**src/rtl/riscv_pkg.sv**
```systemverilog
// Shared constants and types for the instruction fetch front end.
package riscv_pkg;

   localparam int XLEN        = 32;
   localparam int INSTR_BYTES = 4;

   localparam logic [31:0] DEFAULT_RESET_VECTOR = 32'h0000_0000;

   typedef enum logic [1:0] {
      FETCH = 2'd0,
      HOLD  = 2'd1,
      ERROR = 2'd2
   } fetch_state_e;

   function automatic logic is_word_aligned(input logic [1:0] addr_lsb);
      return (addr_lsb == 2'b00);
   endfunction

endpackage

```
**src/rtl/pc_fetch_unit_pc_reg.sv**
```systemverilog
// Program counter register: async reset to the reset vector, loads on enable.
module pc_reg #(
   parameter int               XLEN         = 32,
   parameter logic [XLEN-1:0]  RESET_VECTOR = '0
) (
   input  logic             clk,
   input  logic             reset,
   input  logic             load_en,
   input  logic [XLEN-1:0]  d,
   output logic [XLEN-1:0]  q
);

   logic [XLEN-1:0] value_q;
   logic [XLEN-1:0] value_d;

   always_comb begin
      value_d = value_q;
      if (load_en) begin
         value_d = d;
      end
   end

   always_ff @(posedge clk or posedge reset) begin
      if (reset) begin
         value_q <= RESET_VECTOR;
      end else begin
         value_q <= value_d;
      end
   end

   assign q = value_q;

endmodule

```
**src/rtl/pc_fetch_unit.sv**
```systemverilog
// Fetch stage: owns the PC, fetches over req/ack, hands instructions to decode.
//
// state | meaning
// FETCH | request outstanding at imem_addr = pc, waiting for imem_ack
// HOLD  | instruction valid to decode, waiting for stall to drop to retire
// ERROR | retired into a misaligned pc_next; parked until reset
module pc_fetch_unit #(
   parameter int               XLEN         = riscv_pkg::XLEN,
   parameter logic [XLEN-1:0]  RESET_VECTOR = XLEN'(riscv_pkg::DEFAULT_RESET_VECTOR)
) (
   input  logic             clk,
   input  logic             reset,
   input  logic [XLEN-1:0]  pc_next,
   input  logic             stall,
   output logic             imem_req,
   output logic [XLEN-1:0]  imem_addr,
   input  logic             imem_ack,
   input  logic [XLEN-1:0]  imem_rdata,
   output logic [XLEN-1:0]  pc,
   output logic [XLEN-1:0]  pc_plus4,
   output logic             instr_valid,
   output logic [XLEN-1:0]  instr,
   output logic             misalign_err
);

   import riscv_pkg::*;

   localparam logic [XLEN-1:0] PC_STEP = XLEN'(INSTR_BYTES);

   fetch_state_e     state_q, state_d;
   logic [XLEN-1:0]  instr_q, instr_d;
   logic             instr_valid_q, instr_valid_d;
   logic             misalign_err_q, misalign_err_d;
   logic             pc_load;
   logic [XLEN-1:0]  pc_q;

   pc_reg #(
      .XLEN         (XLEN),
      .RESET_VECTOR (RESET_VECTOR)
   ) u_pc_reg (
      .clk     (clk),
      .reset   (reset),
      .load_en (pc_load),
      .d       (pc_next),
      .q       (pc_q)
   );

   always_comb begin
      state_d        = state_q;
      instr_d        = instr_q;
      instr_valid_d  = instr_valid_q;
      misalign_err_d = misalign_err_q;
      pc_load        = 1'b0;

      unique case (state_q)
         FETCH: begin
            if (imem_ack) begin
               instr_d       = imem_rdata;
               instr_valid_d = 1'b1;
               state_d       = HOLD;
            end
         end
         HOLD: begin
            // Retire: pc_next is only sampled here, never in FETCH or ERROR.
            if (!stall) begin
               pc_load       = 1'b1;
               instr_valid_d = 1'b0;
               if (is_word_aligned(pc_next[1:0])) begin
                  state_d = FETCH;
               end else begin
                  state_d        = ERROR;
                  misalign_err_d = 1'b1;
               end
            end
         end
         ERROR: begin
            state_d = ERROR;
         end
         default: begin
            state_d = FETCH;
         end
      endcase
   end

   always_ff @(posedge clk or posedge reset) begin
      if (reset) begin
         state_q        <= FETCH;
         instr_q        <= '0;
         instr_valid_q  <= 1'b0;
         misalign_err_q <= 1'b0;
      end else begin
         state_q        <= state_d;
         instr_q        <= instr_d;
         instr_valid_q  <= instr_valid_d;
         misalign_err_q <= misalign_err_d;
      end
   end

   // Gated by reset so an outstanding request is withdrawn the moment reset rises.
   assign imem_req     = (state_q == FETCH) && !reset;
   assign imem_addr    = pc_q;
   assign pc           = pc_q;
   assign pc_plus4     = pc_q + PC_STEP;
   assign instr        = instr_q;
   assign instr_valid  = instr_valid_q;
   assign misalign_err = misalign_err_q;

endmodule
```
**config.mk**
```make
export PLATFORM = sky130hd
export DESIGN_NAME = pc_fetch_unit
export DESIGN_NICKNAME = d
export VERILOG_FILES = /design/src/rtl/riscv_pkg.sv /design/src/rtl/pc_fetch_unit_pc_reg.sv /design/src/rtl/pc_fetch_unit.sv
export SDC_FILE = /design/constraint.sdc
export NUM_CORES = 1
export LEC_CHECK = 0
export CAP_MARGIN = 20
export CORE_MARGIN = 1.5
export CORE_UTILIZATION = 34
export CTS_CLUSTER_DIAMETER = 200
export DETAILED_ROUTE_END_ITERATION = 8
export GPL_TIMING_DRIVEN = 0
export PLACE_DENSITY = 0.77
export SYNTH_ARGS = -nofsm -noshare
export SYNTH_HDL_FRONTEND = slang
export SYNTH_SLANG_ARGS = --single-unit
```
**constraint.sdc**
```tcl
create_clock -name clk -period 1.88 [get_ports clk]
set_input_delay 0.282 -clock clk [delete_from_list [all_inputs] [get_ports clk]]
set_output_delay 0.282 -clock clk [all_outputs]
set_load 0.01 [all_outputs]
```
==> out/metrics.json, run 1 <==
{
  "run_status": "complete, but fails checks",
  "violations": "setup timing",
  "avgRoutedWirePerCell_um": 15.3,
  "io-pin-count": 199,
  "biggest_fanout_along_the_worst_timing_path": 4,
  "fp.dieW_um": 103,
  "post-synth-top-count-cell": "sky130_fd_sc_hd__dfrtp_1",
  "grt_first_pass_wirelength_um": 15000,
  "gr-usage-all-layers_pct": 18.7,
  "synth_largest_area_cell": "sky130_fd_sc_hd__dfrtp_1",
  "synth-seq-area-share_pct": 50.1,
  "fin_crit_sh_pct": 122,
  "clock_tree.buffer_depth": 2,
  "netlist-cell-type-count": 26,
  "synth_nets": 341,
  "power.density_nw_per_um2": 1670,
  "grt-busiest-layer": "met2",
  "finalMaxSlewViolations": 0,
  "ant_nets": 0,
  "max_clock_freq_mhz": 436,
  "critPathRequiredTime_ns": 1.60,
  "detail_route.first_pass.iterations": 4,
  "power.ir.vdd_worst_mv": 0.744,
  "fp.dieArea_um2": 10600,
  "register_clock_pin_slew_on_the_reported_worst_setup_and_hold_paths_ns": 0.07,
  "tritoncts": "built",
  "post-route-drc-count": 0,
  "layout.nets": 598,
  "global_route.overflow_total": 0,
  "synth_area_leaders": "sky130_fd_sc_hd__dfrtp_1, sky130_fd_sc_hd__mux2_2, sky130_fd_sc_hd__buf_4, sky130_fd_sc_hd__xnor2_1, sky130_fd_sc_hd__xor2_1",
  "dp_hpwl_um": 7100,
  "instance_area_at_placement_um2": 5570,
  "synth-edff-count": 0,
  "diodes": 0,
  "yosys.area.top_type_share_pct": 50.1,
  "cts_max_level": 3,
  "slew-limit-headroom_pct": 46.5,
  "synth_cells": 272,
  "maximum_number_of_pins_on_one_net_before_global_route_repair": 36,
  "mappedNetlistArea_um2": 3400,
  "syn_to_final_growth_pct": 82.5,
  "min-delay-path-class": "in -> async",
  "rsz0062_at_grt": "true",
  "max_cap_viol_count": 0,
  "type_of_the_setup_path_with_the_least_slack": "reg -> out",
  "layout-drive-gt1-share_pct": 46.0,
  "portBuffers": 198,
  "syn_avg_cell_area_um2": 12.5,
  "ff2ff_setup_slack_ns": 0.21,
  "final.min_clock_period_ns": 2.29,
  "timing_hold_violations_final": 0,
  "arrival_ns": 2.01,
  "critPathCaptureType": "primary output",
  "grt_pass1_vias": 3033,
  "root_buffer_selected_by_cts": "sky130_fd_sc_hd__clkbuf_8",
  "final_util_pct": 63.7,
  "tightest_slew_ns": 0.800,
  "critical_path_source_type": "flop",
  "clk-insertion-delay-late_ns": 0.34,
  "die_h_um": 103,
  "placeableCoreArea_um2": 9730,
  "grtUsageMet3_pct": 5.42,
  "cts_buffers": 9,
  "postLayoutSetupSlackWorst_ns": -0.412,
  "first_iter_violations": 56,
  "yosys_register_bits": 68,
  "ys_warn_count": 0,
  "timing.final.setup_violations": 24,
  "synthTopCellsByCount": "sky130_fd_sc_hd__dfrtp_1, sky130_fd_sc_hd__mux2_2, sky130_fd_sc_hd__buf_4",
  "postSynth.asyncResetShare_pct": 100,
  "finClkSkew_ns": 0.00901,
  "clkSinkCount": 68,
  "grt.met2_usage_pct": 34.4,
  "ys_dominant_reg_cell": "sky130_fd_sc_hd__dfrtp_1",
  "initial_utilization_pct": 34.9,
  "antenna_violations_before_repair": 0,
  "cts_hold_buffers": 0,
  "vias": 3029,
  "num_rows": 36,
  "postLayoutCellArea_um2": 6200,
  "weighted_congestion_reported_at_the_end_of_routability_driven_placement": 0.747,
  "n_fill_cell": 782,
  "use_met1_pct": 20.1,
  "wirelength_um": 10200,
  "static-leakage-power_nw": 2.74,
  "post_drt_via_cell_ratio": 4.56
}
## logic make-up after synthesis
kind of cell               share of synthesized area [%]
adders and majority gates                          0.368
buffers and inverters                               10.1
AOI/OAI and AO/OA                                   1.25
and+or+nand+nor                                     11.2
muxes                                               19.9
DFF                                                 50.1
xor gates and xnor gates                            7.22
## stage by stage
step / cells / setup TNS (ns) / hold WS [ns] / setup slack, ns / power, W
final: 664 / -5.79 / 0.478 / -0.412 / 0.0103
after detailed placement: 604 / -14.52 / 0.476 / -0.642 / 0.00900
after global routing: 664 / -8.05 / 0.491 / -0.508 / 0.0110
after global placement: 603 / -13.49 / 0.452 / -0.627 / 0.00884
after CTS: 649 / -6.70 / 0.483 / -0.486 / 0.0102
after floorplan: 272 / 0 / 0.399 / 0.0633 / 0.00553
## what timing repair did
| action | in CTS | in global routing |
|---|---|---|
| resized for setup | 152 | 32 |
| pin swaps | 14 | 17 |
| gates cloned | 1 | 0 |
| endpoints found under the setup margin | 30 | 26 |
| setup buffers | 31 | 16 |
## flip-flops by register name, summed over array words and instances, names as in the netlist
register and count:
instr 32, u_pc_reg.q 32, state_q 2, instr_valid 1
misalign_err 1
## worst max-delay path, cell delays in order (launching register included)
cell	delay, ns
sky130_fd_sc_hd__dfrtp_2	0.41
sky130_fd_sc_hd__ha_4	0.15
sky130_fd_sc_hd__and3_4	0.20
sky130_fd_sc_hd__nand4_4	0.15
sky130_fd_sc_hd__buf_6	0.17
sky130_fd_sc_hd__buf_6	0.11
sky130_fd_sc_hd__nor3_4	0.17
sky130_fd_sc_hd__xor2_1	0.16
sky130_fd_sc_hd__buf_2	0.16
## where the power goes
part           total, W  internal [W]  switching (W)  leakage, nW
registers       0.00291       0.00223       0.000672        0.781
clock network   0.00103      0.000526       0.000506       0.0831
logic           0.00639       0.00393        0.00245         1.87
total            0.0103       0.00669        0.00363         2.74
## routing by layer
layer  routed length [um]  part of all wire [%]
met1                 3750                    37
met2                 5420                    53
met3                  821                   8.1
met4                  187                   1.8
met5                    0                     0
## cell usage in the layout, fill, tap and decap left out, drive strengths merged, types with 7 or more instances in the layout
cell type and count:
clkbuf 12, nor3 9, nand3 9, dfrtp 68
clkdlybuf4s50 165, nand2 12, o21ai 7, inv 7
xor2 14, xnor2 14, buf 120, mux2 59
## cell type report
cell class	count	area [um2]	area share [%]
Buffer	43	313	5.05
Clock buffer	11	151	2.44
Clock inverter	2	12.5	0.202
Inverter	8	33.8	0.545
Multi-Input combinational cell	153	1550	25.0
Sequential cell	68	1720	27.8
Tap cell	133	166	2.68
Timing Repair Buffer	246	2250	36.3
## worst paths after layout
path	start	to	depth (start not counted)
max	u_pc_reg.q[3]$_DFFE_PP0P_	pc_plus4[26]	8
min	reset	u_pc_reg.q[0]$_DFFE_PP0P_	2
max reg2reg	state_q[0]$_DFFE_PP0P_	instr[20]$_DFFE_PP0P_	3
min reg2reg	misalign_err$_DFFE_PP0P_	misalign_err$_DFFE_PP0P_	1
max in group asynchronous	reset	u_pc_reg.q[3]$_DFFE_PP0P_	3
min in group clk	misalign_err$_DFFE_PP0P_	misalign_err$_DFFE_PP0P_	1
No activity file was read; power rests on OpenSTA's default activity.
==> run 2: changes to the inputs <==
- CTS_BUF_LIST: unset -> sky130_fd_sc_hd__clkbuf_4 sky130_fd_sc_hd__clkbuf_8 sky130_fd_sc_hd__clkbuf_16
- RECOVER_POWER: unset -> 50
==> run 2 against run 1 <==
Effect of this change:
- the run still ends with setup timing left
- global-route usage stayed put
- highest routed layer unchanged
- worst setup slack better by 0.0043 ns
- core utilization is 0.19 points lower
==> out/metrics.json, run 2 (synthesis results as in run 1) <==
{
  "timing.hold.worst.start": "misalign_err$_DFFE_PP0P_",
  "syn_to_final_growth_pct": 82.0,
  "crit_path_end": "pc_plus4[26]",
  "static-leakage-power": {"value": 2.73, "unit": "nW", "change": "-0.25%"},
  "fin_crit_sh": {"value": 122, "unit": "%", "change": "-0.23 points"},
  "fp.dieW": {"value": 103, "unit": "um", "change": "unchanged"},
  "global_route.overflow_total": {"value": 0, "change": "unchanged"},
  "root_buffer_selected_by_cts": "sky130_fd_sc_hd__clkbuf_8",
  "diodes": {"value": 0, "change": "unchanged"},
  "run_status": "complete, but fails checks",
  "grt_pass1_vias": {"value": 3033, "change": "unchanged"},
  "antenna_violations_before_repair": {"value": 0, "change": "unchanged"},
  "vias": {"value": 3040, "change": "+0.36%"},
  "critPathCaptureType": "primary output",
  "post-route-drc-count": {"value": 0, "change": "unchanged"},
  "cts_max_level": {"value": 3, "change": "unchanged"},
  "dp_hpwl": {"value": 7100, "unit": "um", "change": "unchanged"},
  "io-pin-count": {"value": 199, "change": "unchanged"},
  "grtUsageMet3": {"value": 5.42, "unit": "%", "change": "unchanged"},
  "critical_path_depth_in_cells": {"value": 8, "change": "unchanged"},
  "finalMaxSlewViolations": {"value": 0, "change": "unchanged"},
  "max_clock_freq": {"value": 437, "unit": "MHz", "change": "+0.19%"},
  "finClkSkew": {"value": 0.00898, "unit": "ns", "change": "-0.0000316 ns"},
  "design_power_total": {"value": 0.0102, "unit": "W", "change": "-1.5%"},
  "gr-usage-all-layers": {"value": 18.7, "unit": "%", "change": "unchanged"},
  "timing.critical_path.slowest_cell_delay": {"value": 0.41, "unit": "ns", "change": "about the same"},
  "avgRoutedWirePerCell": {"value": 15.3, "unit": "um", "change": "-0.35%"},
  "critical_path.reg2reg.endpoint": "u_pc_reg.q[23]$_DFFE_PP0P_",
  "ff2ff_setup_slack": {"value": 0.01, "unit": "ns", "change": "-0.20 ns"},
  "detail_route.first_pass.iterations": {"value": 4, "change": "unchanged"},
  "final_util": {"value": 63.5, "unit": "%", "change": "-0.19 points"},
  "layout-drive-gt1-share": {"value": 45.6, "unit": "%", "change": "-0.38 points"},
  "post_drt_via_cell_ratio": {"value": 4.58, "change": "+0.36%"},
  "rsz0062_at_grt": "true",
  "portBuffers": {"value": 198, "change": "unchanged"},
  "grt-busiest-layer": "met2",
  "path_cells": "ha_4 -> and3_4 -> nand4_4 -> buf_6 -> buf_6 -> nor3_4 -> xor2_1 -> buf_2",
  "register_clock_pin_slew_on_the_reported_worst_setup_and_hold_paths": {"value": 0.07, "unit": "ns", "change": "about the same"},
  "commonest_non_fill_non_tap_cell_in_the_layout": "sky130_fd_sc_hd__clkdlybuf4s50_1",
  "rr_startpoint": "state_q[1]$_DFFE_PP0P_",
  "num_rows": {"value": 36, "change": "unchanged"},
  "placeableCoreArea": {"value": 9730, "unit": "um2", "change": "unchanged"},
  "violations": "setup timing",
  "slew-limit-headroom": {"value": 49.0, "unit": "%", "change": "+2.4 points"},
  "critical_path_source_type": "flop",
  "use_met1": {"value": 20.1, "unit": "%", "change": "unchanged"},
  "worst-path-buf-inv": {"value": 3, "change": "unchanged"},
  "timing.final.setup_violations": {"value": 24, "change": "unchanged"},
  "min_delay_path_depth": 1,
  "type_of_the_setup_path_with_the_least_slack": "reg -> out",
  "cts_hold_buffers": {"value": 0, "change": "unchanged"},
  "clock_tree.buffer_depth": {"value": 2, "change": "unchanged"},
  "tritoncts": "built",
  "initial_utilization": {"value": 34.9, "unit": "%", "change": "unchanged"},
  "arrival": {"value": 2.01, "unit": "ns", "change": "about the same"},
  "first_iter_violations": {"value": 70, "change": "+25%"},
  "power.ir.vdd_worst": {"value": 0.717, "unit": "mV", "change": "-3.6%"},
  "fp.dieArea": {"value": 10600, "unit": "um2", "change": "unchanged"},
  "critPathRequiredTime": {"value": 1.60, "unit": "ns", "change": "about the same"},
  "wirelength": {"value": 10100, "unit": "um", "change": "-0.35%"},
  "maximum_number_of_pins_on_one_net_before_global_route_repair": {"value": 36, "change": "unchanged"},
  "clk-insertion-delay-late": {"value": 0.34, "unit": "ns", "change": "about the same"},
  "cts_buffers": {"value": 9, "change": "unchanged"},
  "tightest_slew": {"value": 0.764, "unit": "ns", "change": "-0.0362 ns"},
  "power.density": {"value": 1650, "unit": "nW/um2", "change": "-1.2%"},
  "postLayoutSetupSlackWorst": {"value": -0.408, "unit": "ns", "change": "+0.00429 ns"},
  "timing.critical_path.from": "u_pc_reg.q[3]$_DFFE_PP0P_",
  "final.min_clock_period": {"value": 2.29, "unit": "ns", "change": "-0.00429 ns"},
  "grt.met2_usage": {"value": 34.4, "unit": "%", "change": "unchanged"},
  "max_cap_viol_count": {"value": 0, "change": "unchanged"},
  "die_h": {"value": 103, "unit": "um", "change": "unchanged"},
  "reg2reg_depth": {"value": 5, "change": "+2"},
  "biggest_fanout_along_the_worst_timing_path": {"value": 4, "change": "unchanged"},
  "crit_family": "simple AND/OR/NAND/NOR gates",
  "weighted_congestion_reported_at_the_end_of_routability_driven_placement": {"value": 0.747, "change": "unchanged"},
  "layout.nets": {"value": 598, "change": "unchanged"},
  "cpMaxStageDelayCell": "sky130_fd_sc_hd__dfrtp_2",
  "min-delay-path-class": "reg -> reg",
  "timing_hold_violations_final": {"value": 0, "change": "unchanged"},
  "commonest_cells_after_routing_fill_and_taps_aside": "sky130_fd_sc_hd__clkdlybuf4s50_1, sky130_fd_sc_hd__buf_4, sky130_fd_sc_hd__mux2_2, sky130_fd_sc_hd__dfrtp_1, sky130_fd_sc_hd__dlygate4sd3_1",
  "clkSinkCount": {"value": 68, "change": "unchanged"},
  "worst_path_most_repeated_cell": "sky130_fd_sc_hd__buf_6",
  "ant_nets": {"value": 0, "change": "unchanged"},
  "grt_first_pass_wirelength": {"value": 15000, "unit": "um", "change": "unchanged"}
}
-- run 2: report_power, final --
part,internal (W),leakage [nW],total [W],switching [W]
registers,0.00223,0.781,0.00289,0.000654
logic,0.00380,1.86,0.00625,0.00245
clock network,0.000526,0.0831,0.00103,0.000505
total,0.00656,2.73,0.0102,0.00361
-- run 2: what timing repair did --
item	CTS	global route
pin swaps	14	17
setup endpoints to repair	30	26
resized for setup	152	32
buffers inserted	31	16
gates cloned	1	0
-- run 2: how the worst min path moves through the flow --
stage	end	slack (ns)
after global routing	u_pc_reg.q[2]$_DFFE_PP0P_	0.49
after detailed placement	misalign_err$_DFFE_PP0P_	0.48
after CTS	u_pc_reg.q[2]$_DFFE_PP0P_	0.48
after global placement	misalign_err$_DFFE_PP0P_	0.45
final	misalign_err$_DFFE_PP0P_	0.48
after floorplan	u_pc_reg.q[15]$_DFFE_PP0P_	0.40
-- run 2: layout make-up --
| cell class | instances | area (um2) |
|---|---|---|
| clock inverters | 2 | 12.5 |
| fillers | 784 | 3550 |
| inverters | 8 | 33.8 |
| well taps | 133 | 166 |
| repair buffers | 246 | 2240 |
| clock buffers | 11 | 151 |
| plain buffers | 43 | 312 |
| multi-input cells | 153 | 1550 |
| flip-flops and latches | 68 | 1720 |
-- run 2: layer usage --
metal	share of wire, %	routed length (um)
met5	0	0
met4	1.8	184
met3	8.1	817
met2	54	5430
met1	37	3710
-- run 2: through the flow --
stage          setup slack (ns)  hold WS [ns]  setup TNS (ns)  area (um2)  instances
6_report                 -0.408         0.482           -5.73        6180        664
5_1_grt                  -0.508         0.491          -10.67        6180        664
4_1_cts                  -0.486         0.483           -6.70        6000        649
3_5_place_dp             -0.642         0.476          -14.52        5570        604
3_3_place_gp             -0.627         0.452          -13.49        5550        603
2_1_floorplan            0.0633         0.399               0        3400        272
==> run 3: changes to the inputs <==
- CAP_MARGIN: 20 -> 10
==> results of run 3 <==
No change in the layout: final DEF, timing and power equal those of run 2.
